`config.mk`:
```
export PLATFORM = sky130hd
export DESIGN_NAME = scan_alu_unit
export DESIGN_NICKNAME = d
export VERILOG_FILES = /design/src/rtl/scan_alu_pkg.sv /design/src/rtl/scan_alu_unit_chain.sv /design/src/rtl/scan_alu_unit.sv
export SDC_FILE = /design/constraint.sdc
export NUM_CORES = 1
export LEC_CHECK = 0
export BUFFER_PORTS_ARGS = -buffer_cell sky130_fd_sc_hd__buf_2
export CAP_MARGIN = 20
export CORE_MARGIN = 1.5
export CORE_UTILIZATION = 24
export DETAILED_ROUTE_END_ITERATION = 7
export GPL_TIMING_DRIVEN = 0
export PLACE_DENSITY_LB_ADDON = 0.05
export SETUP_SLACK_MARGIN = 0.05
export SLEW_MARGIN = 40
export SYNTH_ARGS = -nofsm -noshare
export SYNTH_HDL_FRONTEND = slang
export SYNTH_SLANG_ARGS = --single-unit
```
`constraint.sdc`:
```
create_clock -name clk -period 7 [get_ports clk]
set_input_delay 0.7 -clock clk [delete_from_list [all_inputs] [get_ports clk]]
set_output_delay 0.7 -clock clk [all_outputs]
set_load 0.01 [all_outputs]
```
`src/rtl/scan_alu_pkg.sv`:
```
// Shared constants and field-position helpers for the scan-controlled ALU unit.
package scan_alu_pkg;

  localparam logic [1:0] OP_INIT_MEM = 2'b00;
  localparam logic [1:0] OP_ARITH    = 2'b01;
  localparam logic [1:0] OP_LOGIC    = 2'b10;
  localparam logic [1:0] OP_BUFFER   = 2'b11;

  localparam logic MODE_ADD = 1'b0;
  localparam logic MODE_SUB = 1'b1;
  localparam logic MODE_AND = 1'b0;
  localparam logic MODE_OR  = 1'b1;

  // Opcode occupies the two MSBs of the instruction.
  function automatic int unsigned op_lsb(int unsigned ir_w);
    return ir_w - 2;
  endfunction

  function automatic int unsigned mode_pos(int unsigned ir_w);
    return ir_w - 3;
  endfunction

  // INIT_MEM address sits directly above the data field.
  function automatic int unsigned init_addr_lsb(int unsigned data_w);
    return data_w;
  endfunction

  // Operand A address sits directly above operand B address.
  function automatic int unsigned addr_a_lsb(int unsigned addr_w);
    return addr_w;
  endfunction

  // Smallest instruction width that holds every field layout plus opcode.
  function automatic int unsigned ir_w_min(int unsigned addr_w, int unsigned data_w,
                                           int unsigned res_w);
    int unsigned m;
    m = addr_w + data_w;
    if (1 + 2 * addr_w > m) m = 1 + 2 * addr_w;
    if (res_w > m) m = res_w;
    return 2 + m;
  endfunction

endpackage

```
`src/rtl/scan_alu_unit_chain.sv`:
```
// Shift chain, shadow register and capture path for scan_alu_unit.
// Optional SHIFT_COUNT_CHECK_EN: only accept updates after exactly IR_W shifts.
module scan_chain_reg
  import scan_alu_pkg::*;
#(
  parameter int unsigned IR_W  = 8,
  parameter int unsigned RES_W = 5
) (
  input  logic             clk,
  input  logic             reset,
  input  logic             data_in,
  input  logic             shift_en,
  input  logic             update_en,
  input  logic             capture_en,
  input  logic [RES_W-1:0] capture_data,
  output logic             data_out,
  output logic [IR_W-1:0]  shadow,
  output logic             update_ok_c
);

  logic [IR_W-1:0] shift_reg;
  logic [IR_W-1:0] shadow_reg;

  assign data_out = shift_reg[IR_W-1];
  assign shadow   = shadow_reg;

`ifdef SHIFT_COUNT_CHECK_EN
  localparam int unsigned CNT_W   = $clog2(IR_W + 2);
  localparam logic [CNT_W-1:0] CNT_FULL = CNT_W'(IR_W);
  localparam logic [CNT_W-1:0] CNT_SAT  = CNT_W'(IR_W + 1);

  logic [CNT_W-1:0] shift_cnt;

  assign update_ok_c = (shift_cnt == CNT_FULL);

  // Shifts since last legal update or capture, saturating one past full.
  always_ff @(posedge clk) begin
    if (reset) begin
      shift_cnt <= '0;
    end else if (shift_en) begin
      if (shift_cnt != CNT_SAT) shift_cnt <= shift_cnt + CNT_W'(1);
    end else if ((update_en && update_ok_c) || capture_en) begin
      shift_cnt <= '0;
    end
  end
`else
  assign update_ok_c = 1'b1;
`endif

  // Strobes arrive already priority-resolved, so at most one is high.
  always_ff @(posedge clk) begin
    if (reset) begin
      shift_reg  <= '0;
      shadow_reg <= '0;
    end else if (shift_en) begin
      shift_reg <= {shift_reg[IR_W-2:0], data_in};
    end else if (update_en) begin
      if (update_ok_c) shadow_reg <= shift_reg;
    end else if (capture_en) begin
      shift_reg <= IR_W'(capture_data);
    end
  end

endmodule

```
`src/rtl/scan_alu_unit.sv`:
```
// Serially programmed compute unit: register file, ALU, result and protocol-error flags.
// Optional SHIFT_COUNT_CHECK_EN enables the shift-count check on update.
module scan_alu_unit
  import scan_alu_pkg::*;
#(
  parameter int unsigned DATA_W = 4,
  parameter int unsigned ADDR_W = 2,
  parameter int unsigned RES_W  = DATA_W + 1,
  parameter int unsigned IR_W   = 8
) (
  input  logic             clk,
  input  logic             reset,
  input  logic             data_in,
  input  logic             shift,
  input  logic             update,
  input  logic             run,
  input  logic             capture,
  output logic             data_out,
  output logic [RES_W-1:0] z,
  output logic             z_valid,
  output logic             cmd_err
);

  localparam int unsigned DEPTH = 2 ** ADDR_W;

  if (IR_W < ir_w_min(ADDR_W, DATA_W, RES_W)) begin : g_ir_w_check
    $error("scan_alu_unit: IR_W too small for the configured field widths");
  end

  logic shift_win, update_win, run_win, capture_win, multi_strobe;
  logic [IR_W-1:0] shadow;
  logic update_ok_c;

  // Priority shift > update > run > capture; any overlap is a protocol error.
  assign shift_win    = shift;
  assign update_win   = update & ~shift;
  assign run_win      = run & ~shift & ~update;
  assign capture_win  = capture & ~shift & ~update & ~run;
  assign multi_strobe = (shift & (update | run | capture)) | (update & (run | capture))
                      | (run & capture);

  scan_chain_reg #(
    .IR_W  (IR_W),
    .RES_W (RES_W)
  ) u_chain (
    .clk          (clk),
    .reset        (reset),
    .data_in      (data_in),
    .shift_en     (shift_win),
    .update_en    (update_win),
    .capture_en   (capture_win),
    .capture_data (z),
    .data_out     (data_out),
    .shadow       (shadow),
    .update_ok_c  (update_ok_c)
  );

  logic [1:0]        op;
  logic              mode;
  logic [ADDR_W-1:0] init_addr, addr_a, addr_b;
  logic [DATA_W-1:0] init_data, opnd_a, opnd_b;
  logic [RES_W-1:0]  payload, alu_res;
  logic [DATA_W-1:0] mem [DEPTH];

  assign op        = shadow[op_lsb(IR_W) +: 2];
  assign mode      = shadow[mode_pos(IR_W)];
  assign init_addr = shadow[init_addr_lsb(DATA_W) +: ADDR_W];
  assign init_data = shadow[DATA_W-1:0];
  assign addr_a    = shadow[addr_a_lsb(ADDR_W) +: ADDR_W];
  assign addr_b    = shadow[ADDR_W-1:0];
  assign payload   = shadow[RES_W-1:0];
  assign opnd_a    = mem[addr_a];
  assign opnd_b    = mem[addr_b];

  // Result width carries the add carry-out or the subtract borrow in its MSB.
  always_comb begin
    alu_res = '0;
    case (op)
      OP_ARITH: begin
        if (mode == MODE_SUB) alu_res = RES_W'(opnd_a) - RES_W'(opnd_b);
        else                  alu_res = RES_W'(opnd_a) + RES_W'(opnd_b);
      end
      OP_LOGIC: begin
        if (mode == MODE_OR) alu_res = RES_W'(opnd_a | opnd_b);
        else                 alu_res = RES_W'(opnd_a & opnd_b);
      end
      OP_BUFFER: alu_res = payload;
      default:   alu_res = '0;
    endcase
  end

  always_ff @(posedge clk) begin
    if (reset) begin
      for (int i = 0; i < int'(DEPTH); i++) mem[i] <= '0;
      z       <= '0;
      z_valid <= 1'b0;
      cmd_err <= 1'b0;
    end else begin
      z_valid <= run_win;
      cmd_err <= cmd_err | multi_strobe | (update_win & ~update_ok_c);
      if (run_win) begin
        if (op == OP_INIT_MEM) mem[init_addr] <= init_data;
        else                   z <= alu_res;
      end
    end
  end

endmodule

```
# After elaboration in Yosys (flattened, before gate mapping)

Memories as Yosys holds them, arrays and structs flattened. A register that Yosys moved wholly into a read port is not among the register bits.
Index checks and enable logic that the tools add are counted.

Register bits after elaboration: 23
Memory bits (writable): 16
Output and inout port bits: 8
Memories kept: 1

Add/sub/neg operators: 2
Eq/ne operators: 4
Multiplexer cells: 19
Bitwise gates (word level): 21
Reduce and logical (&&, ||, !) cells: 6

Memories:

| memory | words | width | rd ports | clocked after memory_dff | write ports | line                | RTL |
|---|---|---|---|---|---|---|---|
| mem    | 4     | 4     | 2        | 2                        | 4           | scan_alu_unit.sv:63 | `logic [DATA_W-1:0] mem [DEPTH];` |

Operators by type and width:

| cell                                          | number |
|---|---|
| two-way mux 8 bit                             | 3 |
| one-hot mux 5 bit (3 select lines)            | 1 |
| two-way mux 2 bit                             | 5 |
| bitwise AND 1 bit                             | 9 |
| two-way mux 4 bit                             | 2 |
| two-way mux 1 bit                             | 7 |
| OR 1 bit                                      | 6 |
| AND reduction 2 bit                           | 3 |
| adder 4 x 4 -> 5 bit                          | 1 |
| two-way mux 5 bit                             | 1 |
| subtractor 4 x 4 -> 5 bit                     | 1 |
| bitwise AND 4 bit                             | 1 |
| == test 2 bit, second input constant          | 2 |
| inverter 1 bit                                | 4 |
| OR 4 bit                                      | 1 |
| OR reduction 4 bit                            | 1 |
| == test 2 x 1 -> 1 bit, second input constant | 1 |
| logical NOT 2 bit                             | 1 |
| inequality test 2 bit, second input constant  | 1 |
| nonzero test 2 bit                            | 1 |

# Logic depth before layout (Yosys ltp)

Gate-level depths: netlist (run 1).

Depth in word-level cells: 8
Gate-level depth with buffers: 10
Gate-level depth less buffers: 10

# Hierarchy

Synthesis (run 1) repeated with hierarchy kept, for this count alone.

Cells, all modules: 234
Area, all modules: 2227.1 sq um

By module, submodules not included:

| module         | times used | cells each | area an instance (sq um) |
|---|---|---|---|
| scan_alu_unit  | 1          | 148        | 1549.0 |
| scan_chain_reg | 1          | 86         | 678.2 |

# Worst setup path after synthesis (run 1)

OpenSTA, ideal clock, no wires.

Path type: register to register
Start point: register with a tool-made name
End point: register z[1]
Arrival: 2393 ps
Required time: 6870 ps
Path slack: 4477 ps
Cell stages (with the launch flop): 9
Path buffers: 0
Path through: dfxtp_1 -> mux4_2 -> inv_1 -> ha_1 -> mux2i_1 -> fa_1 -> nor2b_1 -> a211oi_1 -> nor4_2

RTL lines:

| element              | line                 | RTL |
|---|---|---|
| to (signal assigned) | scan_alu_unit.sv:103 | `else z <= alu_res;` |
| to (decl)            | scan_alu_unit.sv:19  | `output logic [RES_W-1:0] z,` |

==> results of run 1 <==
-- per-layer routing --
layer | share of wire [%] | wire, µm | vias to the layer above
met2 | 42 | 2392 | 15
met4 | 1.1 | 61 | 0
met1 | 55 | 3096 | 740
met3 | 1.8 | 104 | 7
li1 | - | - | 765
met5 | 0 | 0 | -
-- cells in the mapped netlist, drive strengths merged (4+ instances only) --
| master | count | area share (%) |
|---|---|---|
| dfxtp | 27 | 24 |
| nor2 | 26 | 4.4 |
| and2 | 16 | 4.5 |
| edfxtp | 16 | 22 |
| mux2i | 13 | 5.9 |
| a211oi | 9 | 3.0 |
| mux4 | 8 | 8.5 |
| ha | 7 | 3.9 |
| inv | 7 | 1.2 |
| buf | 6 | 1.2 |
| a21oi | 5 | 1.1 |
| a22oi | 4 | 1.4 |
| clkbuf | 4 | 0.68 |
| maj3 | 4 | 1.9 |
| nand2 | 4 | 0.68 |
| nor2b | 4 | 1.1 |
| o21ai | 4 | 0.90 |
-- through the flow --
step / util [%] / area, µm² / std cells
2_1_floorplan: - / 2221 / 198
3_3_place_gp: 27.42 / 2426 / 320
3_5_place_dp: 27.42 / 2426 / 320
4_1_cts: 28.38 / 2511 / 328
5_1_grt: 28.38 / 2511 / 328
6_report: 28.38 / 2511 / 328
-- how the worst max path moves through the flow --
stage,start,endpoint,cells past startpoint
CTS,flip-flop,z[1],8
floorplan,flip-flop,z[1],8
finish,flip-flop,z[1],8
global route,flip-flop,z[1],8
global placement,flip-flop,z[1],8
detailed placement,flip-flop,z[1],8
-- power groups by stage --
| stage | sequential, W | clock, W | combinational (W) |
|---|---|---|---|
| after floorplan | 0.000276 | 0 | 0.0000460 |
| after global placement | 0.000280 | 0 | 0.0000634 |
| after detailed placement | 0.000280 | 0 | 0.0000630 |
| after CTS | 0.000274 | 0.000164 | 0.0000636 |
| after global routing | 0.000275 | 0.000173 | 0.0000703 |
| final | 0.000273 | 0.000158 | 0.0000626 |
-- worst max-delay path, cell delays in order, from the launching register on --
cell and delay, ns:
dfxtp_1 0.49, mux4_2 0.60, inv_1 0.11, ha_1 0.23, mux2i_1 0.23, fa_1 0.48
nor2b_1 0.15, a211oi_1 0.32, nor4_2 0.10
-- area by class of cell --
cell class	count	area, µm²	area share (%)
Multi-Input combinational cell	138	1131	45.04
Sequential cell	43	1021	40.66
Tap cell	108	135.1	5.381
Clock buffer	6	72.57	2.890
Timing Repair Buffer	14	70.07	2.790
Buffer	10	42.54	1.694
Inverter	7	26.28	1.046
Clock inverter	2	12.51	0.4983
-- cells by family after synthesis --
| group | share of synthesized area, % |
|---|---|
| XOR/XNOR | 1.578 |
| buffers and inverters | 3.099 |
| multiplexers | 14.82 |
| AO/OA/AOI/OAI | 10.31 |
| adder cells (fa/ha/maj) | 6.760 |
| AND/OR/NAND/NOR | 17.46 |
| flip-flops | 45.97 |
==> impl_metrics.tcl, run 1 <==
set metrics [dict create \
    clk_path_buf_depth 2 \
    p_per_area_nw_per_um2 196.7 \
    cts_resized 0 \
    synthCells 198 \
    fp.coreArea_um2 8848 \
    grt_max_degree 14 \
    finalWeightedCongestion 0.7086 \
    reg2regPathDepth 8 \
    ios 15 \
    cts_buffers 5 \
    period_minus_slack_ns 2.854 \
    ir_drop_uv 74.13 \
    min_path_cells 2 \
    clk_pin_slew_ns 0.08 \
    dp_slack_ns 4.132 \
    via_per_inst 4.655 \
    die_x_um 99.20 \
    switching_share_pct 26.21 \
    clock-sinks 43 \
    h-tree-depth 2 \
    largest_reg_flops 16 \
    grt_usage_pct 12.47 \
    ys_types 44 \
    critPathLaunchType "flip-flop" \
    area_growth_pct 13.07 \
    p_seq_share_pct 55.3 \
    hold_end "cmd_err" \
    port_buffers 14 \
    clock_latency_ns 0.30 \
    synth_edf_count 16 \
    synth_area_um2 2221 \
    path_max_fanout 4 \
    setup_slack_ns 4.146 \
    layout.nets 234 \
    setup_viol 0 \
    rows 34 \
    cts-root-buf "clkbuf_8" \
    postCtsSetupBuffers 0 \
    yosys_warnings 0 \
    avgSynthCellArea_um2 11.22 \
    clockPowerShare_pct 32.0 \
    rrSetupSlack_ns 4.15 \
    antenna_found_initial 0 \
    intPower_w 0.0003645 \
    dieHeight_um 99.20 \
    maxCapViolCount 0 \
    critPathKind "reg2reg" \
    worstSetupEndpointType "flip-flop" \
    busiest_layer "met1" \
    start_util_pct 25.10 \
    ys_seq_area_share_pct 45.97 \
    rsz0062_at_grt "false" \
    p_leak_nw 0.9533 \
    min_from "cmd_err" \
    grt_pass1_vias 1588 \
    worst_pin_slew_ns 0.6046 \
    whs_ns 0.4507 \
    grtUsageMet1_pct 18.91 \
    final_layout_size_suffix_gt1_share_pct 19.09 \
    fillers 959 \
    totalWireLength_um 5655 \
    layout_common_cells "27 x dfxtp_1, 26 x nor2_1, 18 x buf_2" \
    dr.first_iter.drc_count 69 \
    setup_tns_ns 0 \
    synth_async_sr_flop_share_pct 0 \
    ant_nets 0 \
    gr-usage-met2_pct 18.25 \
    pwr-share-comb_pct 12.7 \
    final_hold_viol_count 0 \
    critPathRequiredTime_ns 7.16 \
    hpwl_um 4260 \
    slew_headroom_pct 59.69 \
    n_antenna_cell 0 \
    hp-class "reg2reg" \
    outcome "completed" \
    grt_first_pass_wirelength_um 9308 \
    num_vias 1527 \
    synthFlopType "dfxtp_1" \
    dr.pass1.iters 4 \
    cts_tree "done" \
    total_power_w 0.0004939 \
    ctsHoldBuffers 0 \
    maxSlewViolCount 0 \
    final_common_cell "dfxtp_1" \
    switchingPower_w 0.0001295 \
    wl_per_cell_um 17.24 \
    overflow 0 \
    r2r-end "z[1]" \
    met3_usage_pct 2.178 \
    fmax_mhz 350.4 \
    drc 0 \
    fin_skew_ns 0.01173 \
    cp.arrival_ns 3.02 \
    die_area_um2 9840 \
    syn-num-nets 213 \
    ys_ff_latch 43 \
    fin_crit_sh_pct 40.77 \
]
Power figures use the tool's default switching activity.
==> run 2: changes to the inputs <==
==> constraint.sdc (replaced) <==
create_clock -name clk -period 2.7 [get_ports clk]
set_input_delay 0.27 -clock clk [delete_from_list [all_inputs] [get_ports clk]]
set_output_delay 0.27 -clock clk [all_outputs]
set_load 0.01 [all_outputs]
==> run 2 against run 1 <==
Die area unchanged. Count of clock-buffer cells in the layout did not move. Worst setup slack got worse by 4.0 ns. Final cell count is 1.5% higher. Sequential power grew to 2.6 times the previous value. Design area up 4.0%. First-iteration DRC count shrank 25%. Global-route usage is 0.061 points higher. Core utilization grew 1.1 points. Maximum frequency up 11%. Critical endpoint unchanged.
==> impl_metrics.tcl, run 2 (synthesized netlist as in run 1, its figures left out) <==
set metrics [dict create \
    port_buffers 14 \
    clock-sinks 43 \
    rows 34 \
    wl_per_cell_um 17.12 \
    critPathRequiredTime_ns 2.86 \
    reg2regPathDepth 8 \
    fin_cells 333 \
    stdcell_area_um2 2613 \
    grt_pass1_vias 1596 \
    ant_nets 0 \
    hp-class "in2reg" \
    maxSlewViolCount 0 \
    ios 15 \
    p_leak_nw 0.9902 \
    overflow 0 \
    fp.coreArea_um2 8848 \
    fin_crit_sh_pct 94.87 \
    antenna_found_initial 0 \
    hpwl_um 4260 \
    worstSetupEndpointType "flip-flop" \
    finalWeightedCongestion 0.7086 \
    critPathLaunchType "flip-flop" \
    largest_reg_flops 16 \
    worst_pin_slew_ns 0.5964 \
    period_minus_slack_ns 2.562 \
    outcome "completed" \
    min_path_cells 3 \
    clk_pin_slew_ns 0.08 \
    num_vias 1562 \
    clock_latency_ns 0.30 \
    p_per_area_nw_per_um2 497.1 \
    h-tree-depth 2 \
    dieHeight_um 99.20 \
    start_util_pct 25.10 \
    path_max_fanout 3 \
    clk_path_buf_depth 2 \
    cp.arrival_ns 2.72 \
    via_per_inst 4.691 \
    totalWireLength_um 5700 \
    ctsHoldBuffers 0 \
    grt_first_pass_wirelength_um 9370 \
    layout_common_cells "25 x nor2_1, 25 x dfxtp_1, 18 x buf_2" \
    placed_cell_area_um2 2426 \
    dr.first_iter.drc_count 52 \
    setup_viol 0 \
    dr.pass1.iters 4 \
    n_antenna_cell 0 \
    ir_drop_uv 186.0 \
    area_growth_pct 17.63 \
    place_inst 320 \
    grt_usage_pct 12.53 \
    rsz0062_at_grt "true" \
    setup_tns_ns 0 \
    cts-root-buf "clkbuf_8" \
    die_area_um2 9840 \
    cts_buffers 5 \
    layout.nets 239 \
    slew_headroom_pct 60.24 \
    final_layout_size_suffix_gt1_share_pct 27.11 \
    maxCapViolCount 0 \
    critPathKind "reg2reg" \
    fin_skew_ns 0.01109 \
    drc 0 \
    cts_tree "done" \
    die_x_um 99.20 \
    grt_max_degree 14 \
    final_hold_viol_count 0 \
    fmax_mhz 390.4 \
]
[run 2: cell types whose count changed in the layout (fill, tap and decap cells not counted), sizes merged]
cell  before  now
buf       20   25
[run 2: worst max-delay path, cell delays in order, from the launching register on]
cell      delay, ns
edfxtp_1       0.44
mux4_2         0.54
inv_2          0.10
ha_4           0.20
mux2i_2        0.22
fa_2           0.49
nor2b_1        0.16
a211oi_2       0.21
nor4_2         0.09
[run 2: worst paths after layout]
kind | start | end | slack, ns
worst max-delay path | mem[2][1] | z[1] | 0.14
worst min-delay path | data_in | u_chain.shift_reg[0] | 0.32
worst max register to register | mem[2][1] | z[1] | 0.14
worst min register to register | cmd_err | cmd_err | 0.45
[run 2: stage by stage]
stage | worst slack [ns] | hold WS, ns | power (W) | utilization, %
final | 0.1384 | 0.3174 | 0.001299 | 29.52
after global routing | 0.02524 | 0.3497 | 0.001364 | 29.52
after CTS | 0.05923 | 0.3110 | 0.001303 | 28.61
after detailed placement | -0.1679 | 0.4435 | 0.0008883 | 27.42
after global placement | -0.2167 | 0.4368 | 0.0008895 | 27.42
after floorplan | 0.1771 | 0.4696 | 0.0008354 | -
[run 2: per-layer routing]
metal	routed length, µm	vias up	part of all wire (%)	track usage (%)
met1	3128	757	55	19.00
met4	61	0	1.1	3.250
met3	108	7	1.9	2.178
met2	2401	18	42	18.36
li1	-	780	-	-
met5	0	-	0	0
[run 2: area by class of cell]
class                           count  area [µm²]
Buffer                             10       42.54
Tap cell                          108       135.1
Timing Repair Buffer               19       107.6
Fill cell                         950        6236
Clock buffer                        6       72.57
Sequential cell                    43        1028
Inverter                            7       26.28
Clock inverter                      2       12.51
Multi-Input combinational cell    138        1187
[run 2: timing repair]
item | in CTS | in global routing
resized for setup | 4 | 13
pin swaps | 0 | 8
setup buffers | 1 | 4
endpoints found under the setup margin | 4 | 4
[run 2: where the power goes]
group          switching (W)  internal (W)  total, W
Combinational      0.0000965     0.0000855  0.000182
Clock               0.000228      0.000181  0.000409
Sequential         0.0000183      0.000689  0.000707
